===== src/rtl/tile_fill_engine_pkg.sv =====
// tile_fill_engine_pkg: register map, control/status bit positions, FSM
// encoding and tile-map geometry shared by the fill engine and its
// configuration slave.
package tile_fill_engine_pkg;

  // Tile map geometry; the fill rectangle wraps at these edges.
  localparam int MAP_W   = 64;
  localparam int MAP_H   = 64;
  localparam int COORD_W = $clog2(MAP_W);
  localparam int ROW_W   = $clog2(MAP_H);

  // Register word indices (cfg_addr[3:2]).
  localparam logic [1:0] REG_CTRL   = 2'd0;
  localparam logic [1:0] REG_RECT   = 2'd1;
  localparam logic [1:0] REG_VALUE  = 2'd2;
  localparam logic [1:0] REG_STATUS = 2'd3;

  // CTRL bit positions.
  localparam int CTRL_START      = 0;
  localparam int CTRL_WAIT_VSYNC = 1;
  localparam int CTRL_ABORT      = 2;

  // STATUS bit positions.
  localparam int STAT_BUSY    = 0;
  localparam int STAT_DONE    = 1;
  localparam int STAT_ABORTED = 2;

  typedef enum logic [1:0] {
    ST_IDLE    = 2'd0,
    ST_WAIT_VS = 2'd1,
    ST_ISSUE   = 2'd2,
    ST_FINISH  = 2'd3
  } fill_state_t;

  // Fill rectangle as held in the RECT register (fields only, no padding).
  typedef struct packed {
    logic [6:0] h;
    logic [6:0] w;
    logic [5:0] y0;
    logic [5:0] x0;
  } rect_t;

  // Word offset of a tile cell inside the tile memory window: row in the
  // upper field, column in the lower field.
  function automatic logic [11:0] cell_word(input logic [5:0] x, input logic [5:0] y);
    return {y, x};
  endfunction

endpackage


===== src/rtl/tile_fill_cfg_regs.sv =====
// tile_fill_cfg_regs: CPU register slave for the tile fill engine.
// Decodes accesses, holds CTRL/RECT/VALUE/STATUS and produces the
// single-cycle START/ABORT requests consumed by the fill FSM.
module tile_fill_cfg_regs
  import tile_fill_engine_pkg::*;
#(
  parameter logic [31:0] CFG_BASE = 32'h0540_0000
) (
  input  logic        clk,
  input  logic        reset,
  input  logic        cfg_valid,
  input  logic [31:0] cfg_addr,
  input  logic [3:0]  cfg_wstrb,
  input  logic [31:0] cfg_wdata,
  output logic [31:0] cfg_rdata,
  output logic        cfg_ready,
  input  logic        busy,
  input  logic        done_set,
  input  logic        aborted_set,
  output logic        start_req,
  output logic        abort_req,
  output logic        wait_vsync_eff,
  output rect_t       rect,
  output logic [5:0]  value,
  output logic        done,
  output logic        aborted
);

  logic        accept;
  logic        hit;
  logic        is_write;
  logic [1:0]  idx;
  logic        wr_ctrl_b0;
  logic        wr_rect;
  logic        wr_value;
  logic        clr_status;
  logic        wait_vsync;
  logic [31:0] rd_mux;
  logic        unused_cfg_bits;

  // An access is taken only while cfg_ready is low, so a request held
  // across the acknowledge cycle is not accepted twice.
  assign accept   = cfg_valid & ~cfg_ready;
  assign hit      = (cfg_addr[31:4] == CFG_BASE[31:4]);
  assign is_write = |cfg_wstrb;
  assign idx      = cfg_addr[3:2];

  assign wr_ctrl_b0 = accept & hit & is_write & (idx == REG_CTRL) & cfg_wstrb[0];
  assign wr_rect    = accept & hit & is_write & (idx == REG_RECT) & ~busy;
  assign wr_value   = accept & hit & is_write & (idx == REG_VALUE) & ~busy & cfg_wstrb[0];
  assign clr_status = accept & hit & is_write & (idx == REG_STATUS) & cfg_wstrb[0]
                      & cfg_wdata[STAT_DONE];

  // START is dropped while a fill is running; ABORT is always forwarded.
  assign start_req = wr_ctrl_b0 & cfg_wdata[CTRL_START] & ~busy;
  assign abort_req = wr_ctrl_b0 & cfg_wdata[CTRL_ABORT];

  // A single CTRL write may set WAIT_VSYNC and START together, so the FSM
  // sees the value being written rather than the stale register.
  assign wait_vsync_eff = wr_ctrl_b0 ? cfg_wdata[CTRL_WAIT_VSYNC] : wait_vsync;

  // Data bits that no register implements.
  assign unused_cfg_bits = ^{cfg_addr[1:0], cfg_wdata[7:6], cfg_wdata[15:14],
                             cfg_wdata[23], cfg_wdata[31]};

  // Read mux over the four word registers.
  always_comb begin
    rd_mux = 32'd0;
    case (idx)
      REG_CTRL:   rd_mux[CTRL_WAIT_VSYNC] = wait_vsync;
      REG_RECT:   rd_mux = {1'b0, rect.h, 1'b0, rect.w, 2'b00, rect.y0, 2'b00, rect.x0};
      REG_VALUE:  rd_mux = {26'd0, value};
      REG_STATUS: rd_mux = {29'd0, aborted, done, busy};
      default:    rd_mux = 32'd0;
    endcase
  end

  // Acknowledge pulse and registered read data for the access just taken.
  always_ff @(posedge clk or posedge reset) begin
    if (reset) begin
      cfg_ready <= 1'b0;
      cfg_rdata <= 32'd0;
    end else begin
      cfg_ready <= accept;
      cfg_rdata <= (accept & hit & ~is_write) ? rd_mux : 32'd0;
    end
  end

  // Configuration registers; RECT and VALUE are frozen while busy.
  always_ff @(posedge clk or posedge reset) begin
    if (reset) begin
      wait_vsync <= 1'b0;
      rect       <= '0;
      value      <= 6'd0;
    end else begin
      if (wr_ctrl_b0) wait_vsync <= cfg_wdata[CTRL_WAIT_VSYNC];
      if (wr_rect) begin
        if (cfg_wstrb[0]) rect.x0 <= cfg_wdata[5:0];
        if (cfg_wstrb[1]) rect.y0 <= cfg_wdata[13:8];
        if (cfg_wstrb[2]) rect.w  <= cfg_wdata[22:16];
        if (cfg_wstrb[3]) rect.h  <= cfg_wdata[30:24];
      end
      if (wr_value) value <= cfg_wdata[5:0];
    end
  end

  // Sticky status flags; a set from the engine beats a CPU clear.
  always_ff @(posedge clk or posedge reset) begin
    if (reset) begin
      done    <= 1'b0;
      aborted <= 1'b0;
    end else begin
      done    <= done_set    | (done    & ~clr_status);
      aborted <= aborted_set | (aborted & ~clr_status);
    end
  end

endmodule


===== src/rtl/tile_fill_engine.sv =====
// tile_fill_engine: iomem initiator that writes one tile index into every
// cell of a programmed rectangle of the 64x64 tile map, optionally waiting
// for vertical sync before starting.
//
// state    | meaning
// ---------+------------------------------------------------------------
// IDLE     | no fill in progress; waiting for START
// WAIT_VS  | fill armed, waiting for the asserting edge of vsync
// ISSUE    | m_valid high for cell (cx,cy); advance on m_ready
// FINISH   | one cycle; set DONE (and ABORTED if aborted), back to IDLE
module tile_fill_engine
  import tile_fill_engine_pkg::*;
#(
  parameter logic [31:0] CFG_BASE         = 32'h0540_0000,
  parameter logic [31:0] TILE_BASE        = 32'h0520_0000,
  parameter bit          VSYNC_ACTIVE_LOW = 1'b1
) (
  input  logic        clk,
  input  logic        reset,
  input  logic        cfg_valid,
  input  logic [31:0] cfg_addr,
  input  logic [3:0]  cfg_wstrb,
  input  logic [31:0] cfg_wdata,
  output logic [31:0] cfg_rdata,
  output logic        cfg_ready,
  output logic        m_valid,
  input  logic        m_ready,
  output logic [31:0] m_addr,
  output logic [31:0] m_wdata,
  output logic [3:0]  m_wstrb,
  input  logic        vsync,
  output logic        irq
);

  fill_state_t        state, state_nxt;
  logic [6:0]         cx, cx_nxt;
  logic [6:0]         cy, cy_nxt;
  logic               abort_pend, abort_pend_nxt;
  logic               done_set, aborted_set;
  logic               busy;
  logic               start_req, abort_req, wait_vsync_eff;
  rect_t              rect;
  logic [5:0]         value;
  logic               done, aborted;
  logic               vs_act, vs_q, vs_edge;
  logic               cx_last, cy_last;
  logic [COORD_W-1:0] cell_x;
  logic [ROW_W-1:0]   cell_y;

  tile_fill_cfg_regs #(
    .CFG_BASE(CFG_BASE)
  ) u_regs (
    .clk           (clk),
    .reset         (reset),
    .cfg_valid     (cfg_valid),
    .cfg_addr      (cfg_addr),
    .cfg_wstrb     (cfg_wstrb),
    .cfg_wdata     (cfg_wdata),
    .cfg_rdata     (cfg_rdata),
    .cfg_ready     (cfg_ready),
    .busy          (busy),
    .done_set      (done_set),
    .aborted_set   (aborted_set),
    .start_req     (start_req),
    .abort_req     (abort_req),
    .wait_vsync_eff(wait_vsync_eff),
    .rect          (rect),
    .value         (value),
    .done          (done),
    .aborted       (aborted)
  );

  // vsync shares clk, so one register is enough for edge detection.
  assign vs_act  = VSYNC_ACTIVE_LOW ? ~vsync : vsync;
  assign vs_edge = vs_act & ~vs_q;

  assign cx_last = ((cx + 7'd1) == rect.w);
  assign cy_last = ((cy + 7'd1) == rect.h);

  // Column/row arithmetic is modulo the map size, giving edge wrap for free.
  assign cell_x = rect.x0 + cx[COORD_W-1:0];
  assign cell_y = rect.y0 + cy[ROW_W-1:0];

  assign busy = (state != ST_IDLE);
  assign irq  = done;

  // Bus outputs are decoded from state so an asynchronous reset clears
  // them immediately; address/data are forced to zero when not requesting.
  assign m_valid = (state == ST_ISSUE);
  assign m_addr  = m_valid ? (TILE_BASE | {18'd0, cell_word(cell_x, cell_y), 2'b00}) : 32'd0;
  assign m_wdata = m_valid ? {26'd0, value} : 32'd0;
  assign m_wstrb = m_valid ? 4'b1111 : 4'b0000;

  // Registered vsync level for the edge detector.
  always_ff @(posedge clk or posedge reset) begin
    if (reset) vs_q <= 1'b0;
    else       vs_q <= vs_act;
  end

  // State, cell counters and pending-abort flag.
  always_ff @(posedge clk or posedge reset) begin
    if (reset) begin
      state      <= ST_IDLE;
      cx         <= 7'd0;
      cy         <= 7'd0;
      abort_pend <= 1'b0;
    end else begin
      state      <= state_nxt;
      cx         <= cx_nxt;
      cy         <= cy_nxt;
      abort_pend <= abort_pend_nxt;
    end
  end

  // Next-state logic, row-major cell walk and status set pulses.
  always_comb begin
    state_nxt      = state;
    cx_nxt         = cx;
    cy_nxt         = cy;
    abort_pend_nxt = abort_pend;
    done_set       = 1'b0;
    aborted_set    = 1'b0;
    case (state)
      ST_IDLE: begin
        abort_pend_nxt = 1'b0;
        if (start_req) begin
          cx_nxt = 7'd0;
          cy_nxt = 7'd0;
          if ((rect.w == 7'd0) || (rect.h == 7'd0)) state_nxt = ST_FINISH;
          else if (wait_vsync_eff)                  state_nxt = ST_WAIT_VS;
          else                                      state_nxt = ST_ISSUE;
        end
      end
      ST_WAIT_VS: begin
        if (abort_req) begin
          abort_pend_nxt = 1'b1;
          state_nxt      = ST_FINISH;
        end else if (vs_edge) begin
          state_nxt = ST_ISSUE;
        end
      end
      ST_ISSUE: begin
        // An abort is remembered but the outstanding request is held
        // until the responder takes it.
        if (abort_req) abort_pend_nxt = 1'b1;
        if (m_ready) begin
          if (abort_req || abort_pend) begin
            state_nxt = ST_FINISH;
          end else if (cx_last) begin
            cx_nxt = 7'd0;
            if (cy_last) state_nxt = ST_FINISH;
            else         cy_nxt    = cy + 7'd1;
          end else begin
            cx_nxt = cx + 7'd1;
          end
        end
      end
      ST_FINISH: begin
        done_set       = 1'b1;
        aborted_set    = abort_pend;
        abort_pend_nxt = 1'b0;
        state_nxt      = ST_IDLE;
      end
      default: state_nxt = ST_IDLE;
    endcase
  end

endmodule


===== config.mk =====
export PLATFORM = sky130hd
export DESIGN_NAME = tile_fill_engine
export DESIGN_NICKNAME = d
export VERILOG_FILES = /design/src/rtl/tile_fill_engine_pkg.sv /design/src/rtl/tile_fill_cfg_regs.sv /design/src/rtl/tile_fill_engine.sv
export SDC_FILE = /design/constraint.sdc
export NUM_CORES = 1
export LEC_CHECK = 0
export ABC_AREA = 0
export CAP_MARGIN = 20
export CORE_ASPECT_RATIO = 0.9
export CORE_MARGIN = 4
export CORE_UTILIZATION = 30
export DETAILED_ROUTE_END_ITERATION = 6
export GPL_TIMING_DRIVEN = 1
export HOLD_SLACK_MARGIN = 0.1
export SLEW_MARGIN = 20
export SYNTH_ARGS = -nofsm -noshare
export SYNTH_HDL_FRONTEND = slang
export SYNTH_SLANG_ARGS = --single-unit
export TNS_END_PERCENT = 20

===== constraint.sdc =====
create_clock -name clk -period 4.3 [get_ports clk]
set_input_delay 0.43 -clock clk [delete_from_list [all_inputs] [get_ports clk]]
set_output_delay 0.43 -clock clk [all_outputs]
set_load 0.03 [all_outputs]

# Yosys cells after proc, flatten, opt, wreduce, memory -nomap -nowiden
# Cells that the tools add are included.
# classes
mux	32
multipliers	0
n_addsub	4
reduce_logical	18
order_cmp	0
n_bitwise	28
div_mod_pow	0
eq_ne	18
n_shift	0
# op_table
op	count
$pmux W29 S3	1
$mux W7	8
$mux W31	1
$eq A28 B23 Y1 const B	1
$pmux W7 S2	2
$mux W27	1
$and A1 B1 Y1	20
$mux W2	9
$add A7 B1 Y7 const B	2
$eq A7 B7 Y1	2
$logic_not A7 Y1	2
$add A6 B6 Y6	2
$eq A2 B2 Y1 const B	4
$pmux W2 S4	1
$reduce_and A2 Y1	4
$mux W6	1
$ne A2 B1 Y1 const B	3
$ne A2 B2 Y1 const B	3
$ne A3 B1 Y1 const B	2
$not A1 Y1	6
$reduce_and A6 Y1	1
$reduce_and A5 Y1	1
$eq A2 B1 Y1 const B	2
$logic_not A2 Y1	2
12 further kinds	19
# word_totals
ramBits	0
memories	0
reg_bits	86
rom_bits	0
latchBits	0

# Depth between registers and ports, before layout
# Gate-level depths: netlist of run 1.
# depth
word_depth	11
depth_mapped	8

# Hierarchy
# Synthesis of run 1 repeated with hierarchy kept, for this count alone.
# hier_totals
hier_cells	468
hier_area_um2	5101.1
# modules_own_cells
module	n_inst	area_per_inst_um2	seq_area_each_um2	cells_per_inst
tile_fill_cfg_regs	1	2720.1	1551.5	181
tile_fill_engine	1	2381.0	450.4	287

# Worst setup path after synthesis of run 1
# No wires, ideal clock.
# synth_path
kind	register -> output
from	register state[0]
to	output port m_addr[11]
path_slack_ps	1794
arrival_time_ps	2076
path_buffers	1
path_stages_with_launch	6
cell_sequence	dfrtp_1 > inv_1 > ha_1 > inv_1 > clkbuf_1 > nor3b_1
# synth_via
elab_chain_len	2
# synth_rtl
element	line	rtl
start: declaration	tile_fill_engine.sv:35	fill_state_t state, state_nxt;
start signal: assignment	tile_fill_engine.sv:108	state <= state_nxt;
$eq A2 B2 Y1	tile_fill_engine.sv:89	assign m_valid = (state == ST_ISSUE);
via m_valid	tile_fill_engine.sv:26	output logic m_valid,
$mux W27	tile_fill_engine.sv:90	assign m_addr = m_valid ? (TILE_BASE | {18'd0, cell_word(cell_x, cell_y), 2'b00}) : 32'd0;
end: declaration	tile_fill_engine.sv:28	output logic [31:0] m_addr,
# The timed path passes the listed nets, and every way through them passes these cells.

# Worst setup path after layout of run 1
# layout_path
from	register cx[0]
to	output port m_addr[6]
# layout_via
elab_chain_len	2
# layout_rtl
element	line	rtl
start: declaration	tile_fill_engine.sv:36	logic [6:0] cx, cx_nxt;
start signal: assignment	tile_fill_engine.sv:109	cx <= cx_nxt;
$add A6 B6 Y6	tile_fill_engine.sv:81	assign cell_x = rect.x0 + cx[COORD_W-1:0];
$mux W27	tile_fill_engine.sv:90	
# Every way passes these cells.

==> results of run 1 <==
[state kept, by name, indices dropped and copies added, names as in the netlist]
| name | cells |
|---|---|
| u_regs.cfg_rdata | 26 |
| u_regs.rect | 26 |
| cx | 7 |
| cy | 7 |
| u_regs.value | 6 |
| state | 2 |
| abort_pend | 1 |
| u_regs.aborted | 1 |
| u_regs.cfg_ready | 1 |
| u_regs.done | 1 |
| u_regs.wait_vsync | 1 |
| vs_q | 1 |
[cell type report]
cell class | count | area [um2]
Sequential cell | 80 | 2002
Clock inverter | 7 | 66.31
Clock buffer | 9 | 225.2
Fill cell | 1478 | 9283
Multi-Input combinational cell | 337 | 2376
Timing Repair Buffer | 120 | 1196
Inverter | 10 | 40.04
Tap cell | 202 | 252.7
[synth_stat cells, drive strengths merged (3+ instances only)]
cell type	number
dfrtp	80
buf	61
and2	35
mux2	35
nor2	25
ha	16
xnor2	15
nand2	14
o21ai	14
a21oi	12
and3	12
clkbuf	12
nand3	12
inv	10
a21o	8
nor4	8
xor2	8
a22oi	6
a22o	5
a31oi	5
nor2b	5
nor3b	5
and4	4
mux2i	4
nor3	4
nand3b	3
nor4b	3
o211ai	3
[where the power goes]
part / switching [W] / total, W / internal (W)
Sequential: 0.0000464 / 0.000827 / 0.000780
Clock: 0.000351 / 0.000761 / 0.000410
Combinational: 0.000484 / 0.000781 / 0.000298
Total: 0.000881 / 0.00237 / 0.00149
[worst paths after layout]
path,to,cells past startpoint
max reg2reg,state[0],8
max in group asynchronous,cx[3],3
min reg2reg,u_regs.cfg_ready,1
max,m_addr[6],7
min in group asynchronous,u_regs.cfg_rdata[29],2
min,u_regs.cfg_ready,1
[kinds of logic (layout without fill, tap and decap cells)]
kind of cell,count (synthesis),count (layout)
other,1,49
multiplexers,40,40
XOR/XNOR,23,23
AO/OA/AOI/OAI,69,69
AND/OR/NAND/NOR,138,138
buffers and inverters,83,146
adder cells (fa/ha/maj),18,18
flip-flops,80,80
[routing by layer]
metal	vias up	global-route usage (%)
met4	0	3.248
met2	114	22.86
met3	9	3.817
met5	-	0
li1	1708	-
met1	1738	16.48
[stage by stage]
stage | instance area [um2] | hold WS (ps) | worst slack (ps) | power, W
after floorplan | 4906 | 460.3 | 1794 | 0.001425
after global placement | 5866 | 428.6 | 1467 | 0.001609
after detailed placement | 5866 | 440.0 | 1396 | 0.001626
after CTS | 6157 | 455.9 | 1112 | 0.002398
after global routing | 6158 | 485.7 | 985.4 | 0.002500
final | 6158 | 462.6 | 1142 | 0.002369
==> metrics.cfg, run 1 <==
[outcome]
status = finished, final reports clean

[logic_synthesis]
synth.area.mux_share_pct = 9.664
synth_compound_area_share_pct = 10.51
synth_cells = 452
synth_top_family_by_area = simple AND/OR/NAND/NOR gates
synth.cell_area_um2 = 4726
netlist-cell-type-count = 59
yosysTopAreaCell = dfrtp_1
synth_warnings = 0
synth_area_leaders = dfrtp_1 42%, buf_4 8.9%, mux2_1 7.9%
ys_ff_latch = 80
seq_area_frac_synth_pct = 42.36
yosys.area_share.simple_pct = 16.87
synth_ff_type = dfrtp_1
synth-edff-count = 0
syn_area_per_cell_um2 = 10.46
synth_top_area_share_pct = 42.36
synthArstFlopShare_pct = 100.0
synth_xor_area_share_pct = 4.263
synth_fa_ha_area_share_pct = 5.083

[floorplanning]
die_x_um = 140.3
initial_core_util_pct = 30.61
ios = 176
die-height_um = 127.1
core.rowCount = 43
coreArea_um2 = 15440
dieArea_um2 = 17830

[final_layout]
post-route-util_pct = 39.88
final_common_cell = clkdlybuf4s50_1
drive_above_1_share_pct = 5.329
final_cell_mix = 118 x clkdlybuf4s50_1, 80 x dfrtp_1, 49 x conb_1, 34 x and2_1, 33 x mux2_1
syn_to_final_growth_pct = 30.32
layout.nets = 649
final_cells = 765
n_antenna_cell = 0

[worst_setup_path]
worst-path-buf-inv = 1
r2r_start = cx[1]
worstSetupPathType = flop to output port
worst_path_dominant_cell_family = buffers and inverters
startpoint_type = flop
cp.arrival_ps = 2730
path_cells = ha_1 > fa_1 > a21o_1 > a21oi_1 > xor2_1 > nor2_1 > clkdlybuf4s50_1
crit_required_ps = 3870
max_stage_delay_ps = 690
startpoint = cx[0]
cp_slowest_cell = clkdlybuf4s50_1
crit_path_end_kind = output port
cp_max_fo = 8
reg2reg_slack_ps = 1680

[clocking]
post_cts_buffers = 0
cts_buffers = 9
cts_max_level = 3
clockBufferDepth = 2
cts_tree = built
clk_pin_slew_worst_paths_ps = 70
holdBufCountCts = 0
cts-root-buf = clkbuf_16
cts_resized = 0
clock_sinks = 80
worstSkewPairLatency_ps = 340

[placement]
numPortBuffers = 118
place_hpwl_mm = 9.002
routabilityCongestion = 0.8398
dp_cells = 749

[sta]
hold_violations = 0
relSlewSlack_pct = 53.24
skew_ps = 9.188
period_share_pct = 73.44
fin_setup_tns_ps = 0
tightestPinTransition_ps = 701.3
fmax_mhz = 316.7
drv_slew = 0
period_needed_ps = 3158
finalSetupViolCount = 0
grt_setup_unrepaired = false

[grt]
grt_pass1_vias = 3656
grt_max_degree = 55
grt_util_all_layers_pct = 13.27
grt_pass1_wl_mm = 19.13
grt_overflow_total = 0
antenna_found_initial = 0

[drt]
firstDrtPassIters = 4
routed_via_density = 4.665
wl_mm = 11.79
drc = 0
highest_layer = met4
met3WireLength_um = 752
drtIter0Drc = 160
wire_per_inst_um = 15.41
met2_length_mm = 5.906
vias = 3569
drt-met1-wl_mm = 5.023
ant_nets = 0

[hold_path]
worstHoldPathType = flop to flop
min_from = u_regs.cfg_ready

[pwr]
powerDensity_nw_per_um2 = 384.6
leakagePower_nw = 2.897
ir_drop_mv = 0.1976

[job]
maxCapViolCount = 0

Note: power is estimated with default switching activity, not from simulation.
==> run 2: changes to the inputs <==
- clock period: 4.3 -> 2.7 ns (I/O delays scaled with it)
==> metrics.cfg, run 2 (same netlist as run 1, synthesis figures left out) <==
[grt]
grt_pass1_wl_mm = 19.22  ; was 19.13 mm
grt_max_degree = 51  ; was 55
grt_pass1_vias = 3739  ; was 3,656
grt_util_all_layers_pct = 13.49  ; was 13.27%
grt_overflow_total = 0  ; unchanged
antenna_found_initial = 0  ; unchanged

[sta]
fin_setup_tns_ps = 0  ; unchanged
fmax_mhz = 385.0
tightestPinTransition_ps = 537.0  ; was 701.3 ps
grt_setup_unrepaired = false  ; unchanged
period_share_pct = 96.21
relSlewSlack_pct = 64.16  ; was 53.24%
finalWorstSetupSlack_ps = 102.4  ; was 1142 ps
drv_slew = 0  ; unchanged
skew_ps = 7.777  ; was 9.188 ps
hold_violations = 0  ; unchanged
period_needed_ps = 2598
finalSetupViolCount = 0  ; unchanged

[outcome]
status = finished, final reports clean  ; unchanged

[floorplanning]
dieArea_um2 = 17830  ; unchanged
initial_core_util_pct = 30.61  ; unchanged
die-height_um = 127.1  ; unchanged
die_x_um = 140.3  ; unchanged
core.rowCount = 43  ; unchanged
coreArea_um2 = 15440  ; unchanged
ios = 176  ; unchanged

[final_layout]
reg_top3 = u_regs.cfg_rdata (26), u_regs.rect (26)  ; unchanged
layout.nets = 660  ; was 649
n_antenna_cell = 0  ; unchanged
post-route-util_pct = 40.76  ; was 39.88%
final_common_cell = clkdlybuf4s50_1  ; unchanged
final_cell_mix = 108 x clkdlybuf4s50_1, 80 x dfrtp_1, 49 x conb_1, 34 x and2_1, 33 x mux2_1  ; was 118 x clkdlybuf4s50_1, 80 x dfrtp_1, 49 x conb_1, 34 x and2_1, 33 x mux2_1
drive_above_1_share_pct = 8.885  ; was 5.329%
syn_to_final_growth_pct = 33.17  ; was 30.32%

[drt]
routed_via_density = 4.639  ; was 4.665
ant_nets = 0  ; unchanged
vias = 3600  ; was 3,569
firstDrtPassIters = 4  ; unchanged
drtIter0Drc = 158  ; was 160
drc = 0  ; unchanged
wl_mm = 11.93  ; was 11.79 mm
wire_per_inst_um = 15.37  ; was 15.41 um

[worst_setup_path]
worstSetupPathType = flop to output port  ; unchanged
cp_max_fo = 6  ; was 8
startpoint_type = flop  ; unchanged
cp.arrival_ps = 2330  ; was 2730 ps
crit_path_end_kind = output port  ; unchanged
reg2reg_slack_ps = 280  ; was 1680 ps
crit_required_ps = 2430  ; was 3870 ps

[clocking]
post_cts_buffers = 0  ; unchanged
cts_resized = 2  ; was 0
cts_max_level = 3  ; unchanged
holdBufCountCts = 0  ; unchanged
cts_buffers = 9  ; unchanged
cts-root-buf = clkbuf_16  ; unchanged
clk_pin_slew_worst_paths_ps = 60  ; was 70 ps
clockBufferDepth = 2  ; unchanged
clock_sinks = 80  ; unchanged
cts_tree = built  ; unchanged
worstSkewPairLatency_ps = 340  ; about the same

[placement]
routabilityCongestion = 0.8023  ; was 0.8398
place_hpwl_mm = 9.255  ; was 9.002 mm
numPortBuffers = 118  ; unchanged
place_ws_ps = 61.97  ; was 1396 ps

[pwr]
internal_power_w = 0.002444  ; was 0.001488 W
seqPwrFrac_pct = 34.1  ; was 34.9%
clock_power_share_pct = 31.2  ; was 32.1%
swShare_pct = 36.74  ; was 37.20%
combPwrFrac_pct = 34.6  ; was 33.0%
powerDensity_nw_per_um2 = 614.0  ; was 384.6 nW/um2
ir_drop_mv = 0.3521  ; was 0.1976 mV
power_w = 0.003864  ; was 0.002369 W
p_sw_w = 0.001420  ; was 0.0008810 W
leakagePower_nw = 2.993  ; was 2.897 nW

[hold_path]
worstHoldPathType = primary input to asynchronous set/reset pin  ; was flop to flop

[job]
maxCapViolCount = 0  ; unchanged

run 2: cell count changes in the layout (fill, tap and decap cells not counted):
cell,before,now
buf_4,2,16
clkdlybuf4s50_1,118,108
buf_12,0,6
clkinv_2,0,1
dlygate4sd2_1,0,1
ha_1,16,15
ha_2,0,1
inv_4,1,0
run 2: through the flow:
| step | hold slack (ps) | instance area [um2] | std cells |
|---|---|---|---|
| 2_1_floorplan | 329.4 | 4906 | 500 |
| 3_3_place_gp | 424.8 | 6001 | 760 |
| 3_5_place_dp | 445.2 | 6001 | 760 |
| 4_1_cts | 299.5 | 6294 | 776 |
| 5_1_grt | 344.7 | 6294 | 776 |
| 6_report | 285.0 | 6294 | 776 |
run 2: layer usage:
layer  up-vias  track usage, %  wire [um]
met1      1761           16.55       5020
met2       108           23.45       6138
met3        14           4.004        637
met4         0           3.134        131
li1       1717               -          -
met5         -               0          0
run 2: power by group through the flow:
stage	clock (W)	sequential, W	combinational (W)
after global placement	0	0.00133	0.00131
final	0.00121	0.00132	0.00134
after global routing	0.00130	0.00133	0.00144
after CTS	0.00124	0.00132	0.00135
after floorplan	0	0.00131	0.000957
after detailed placement	0	0.00134	0.00134
run 2: worst max-delay path: stages, from the launching register on:
cell             delay, ps
dfrtp_1                470
ha_1                   270
fa_1                   470
and2_1                 110
clkdlybuf4s50_1        670
run 2: cell type report:
type	count	area (um2)
sequential	80	2002
clock buffer	9	225.2
inverter	10	38.79
tap	202	252.7
clock inverter	7	66.31
timing repair buffer	131	1330
multi-input combinational	337	2379
fill	1475	9148
run 2: final timing paths:
| kind | start | end | cells after the start |
|---|---|---|---|
| max | cy[0] | m_addr[9] | 4 |
| min | reset | u_regs.cfg_rdata[8] | 2 |
| max reg2reg | cx[0] | state[1] | 8 |
| min reg2reg | u_regs.cfg_ready | u_regs.cfg_ready | 1 |
| max in group asynchronous | reset | cy[6] | 3 |
| min in group clk | vsync | vs_q | 2 |
==> run 3: changes to the inputs <==
- clock period: 2.7 -> 3.1 ns (I/O delays scaled with it)
==> metrics.cfg, run 3 (same netlist as run 1, synthesis figures left out) <==
[outcome]
status = finished, final reports clean  ; unchanged

[pwr]
clock_power_share_pct = 31.3  ; was 31.2%
powerDensity_nw_per_um2 = 524.4  ; was 614.0 nW/um2
seqPwrFrac_pct = 35.1  ; was 34.1%
power_w = 0.003264  ; was 0.003864 W
ir_drop_mv = 0.2785  ; was 0.3521 mV
leakagePower_nw = 2.999  ; was 2.993 nW
p_sw_w = 0.001199  ; was 0.001420 W
swShare_pct = 36.75  ; was 36.74%
combPwrFrac_pct = 33.6  ; was 34.6%
internal_power_w = 0.002064  ; was 0.002444 W

[floorplanning]
initial_core_util_pct = 30.61  ; unchanged
core.rowCount = 43  ; unchanged
coreArea_um2 = 15440  ; unchanged
die-height_um = 127.1  ; unchanged
dieArea_um2 = 17830  ; unchanged
die_x_um = 140.3  ; unchanged
ios = 176  ; unchanged

[clocking]
clock_sinks = 80  ; unchanged
worstSkewPairLatency_ps = 340  ; about the same
cts_buffers = 9  ; unchanged
post_cts_buffers = 0  ; unchanged
clk_pin_slew_worst_paths_ps = 60  ; about the same
cts_resized = 0  ; was 2
clockBufferDepth = 2  ; unchanged
cts_max_level = 3  ; unchanged
cts-root-buf = clkbuf_16  ; unchanged
cts_tree = built  ; unchanged
holdBufCountCts = 0  ; unchanged

[worst_setup_path]
crit_required_ps = 2790  ; was 2430 ps
rr_worst_depth = 8  ; unchanged
crit_path_end_kind = output port  ; unchanged
cp.arrival_ps = 2520  ; was 2330 ps
worstSetupPathType = flop to output port  ; unchanged
cp_max_fo = 6  ; unchanged
startpoint_type = flop  ; unchanged

[drt]
firstDrtPassIters = 4  ; unchanged
drtIter0Drc = 140  ; was 158
ant_nets = 0  ; unchanged
vias = 3515  ; was 3,600
routed_via_density = 4.565  ; was 4.639
wire_per_inst_um = 15.34  ; was 15.37 um
wl_mm = 11.81  ; was 11.93 mm
drc = 0  ; unchanged

[hold_path]
worstHoldPathType = primary input to asynchronous set/reset pin  ; unchanged

[sta]
drv_slew = 0  ; unchanged
period_needed_ps = 2832
period_share_pct = 91.36
skew_ps = 8.589  ; was 7.777 ps
finalWorstSetupSlack_ps = 267.8  ; was 102.4 ps
relSlewSlack_pct = 65.02  ; was 64.16%
fin_setup_tns_ps = 0  ; unchanged
finalSetupViolCount = 0  ; unchanged
tightestPinTransition_ps = 524.2  ; was 537.0 ps
hold_violations = 0  ; unchanged
fmax_mhz = 353.1
grt_setup_unrepaired = false  ; unchanged

[final_layout]
drive_above_1_share_pct = 6.338  ; was 8.885%
final_common_cell = clkdlybuf4s50_1  ; unchanged
final_cell_mix = 113 x clkdlybuf4s50_1, 80 x dfrtp_1, 49 x conb_1, 34 x and2_1, 33 x mux2_1  ; was 108 x clkdlybuf4s50_1, 80 x dfrtp_1, 49 x conb_1, 34 x and2_1, 33 x mux2_1
reg_top3 = u_regs.cfg_rdata (26), u_regs.rect (26)  ; unchanged
syn_to_final_growth_pct = 31.69  ; was 33.17%
n_antenna_cell = 0  ; unchanged
layout.nets = 654  ; was 660
fin_area_um2 = 6223  ; was 6294 um2

[grt]
grt_pass1_vias = 3712  ; was 3,739
antenna_found_initial = 0  ; unchanged
grt_util_all_layers_pct = 13.57  ; was 13.49%
grt_overflow_total = 0  ; unchanged
grt_max_degree = 55  ; was 51
grt_pass1_wl_mm = 19.33  ; was 19.22 mm

[placement]
place_ws_ps = 333.4  ; was 61.97 ps
place_hpwl_mm = 9.055  ; was 9.255 mm
numPortBuffers = 118  ; unchanged
routabilityCongestion = 0.8577  ; was 0.8023
place_area_um2 = 5906  ; was 6001 um2

[job]
maxCapViolCount = 0  ; unchanged

-- run 3: area by class of cell --
cell class	instances	area [um2]
clock buffers	9	225.2
clock inverters	7	62.56
fillers	1487	9218
inverters	10	38.79
multi-input cells	337	2376
flip-flops and latches	80	2002
well taps	202	252.7
repair buffers	125	1266
-- run 3: critical path: stages (launching register included) --
cell and delay, ps:
dfrtp_1 460, ha_1 320, a21o_1 170, a21o_1 180
nand2_1 80, nor3b_1 240, clkdlybuf4s50_1 720
-- run 3: final timing paths --
check / start / endpoint / slack (ps)
setup / recovery: cy[1] / m_addr[11] / 270
hold / removal: reset / cy[3] / 290
setup reg to reg: cx[0] / state[1] / 450
hold reg to reg: u_regs.cfg_ready / u_regs.cfg_ready / 440
max in group asynchronous: reset / u_regs.rect[12] / 2080
min in group clk: u_regs.cfg_ready / u_regs.cfg_ready / 440
-- run 3: power by group through the flow --
stage | sequential, W | combinational (W) | clock, W
2_1_floorplan | 0.00114 | 0.000834 | 0
3_3_place_gp | 0.00116 | 0.00107 | 0
3_5_place_dp | 0.00116 | 0.00110 | 0
4_1_cts | 0.00114 | 0.00110 | 0.00106
5_1_grt | 0.00115 | 0.00119 | 0.00111
6_report | 0.00115 | 0.00110 | 0.00102
-- run 3: per-layer routing --
| layer | vias up | routed length [um] | GRT usage (%) |
|---|---|---|---|
| li1 | 1703 | - | - |
| met1 | 1690 | 4962 | 16.41 |
| met2 | 106 | 5955 | 23.20 |
| met3 | 16 | 674 | 4.491 |
| met4 | 0 | 218 | 3.818 |
| met5 | - | 0 | 0 |
-- run 3: metrics by stage --
step                cells  utilization [%]  hold slack, ps
global placement      753            38.25           425.9
floorplan             500                -           369.4
finish                770            40.30           285.3
global route          770            40.30           323.3
detailed placement    753            38.25           431.0
CTS                   769            40.11           440.5
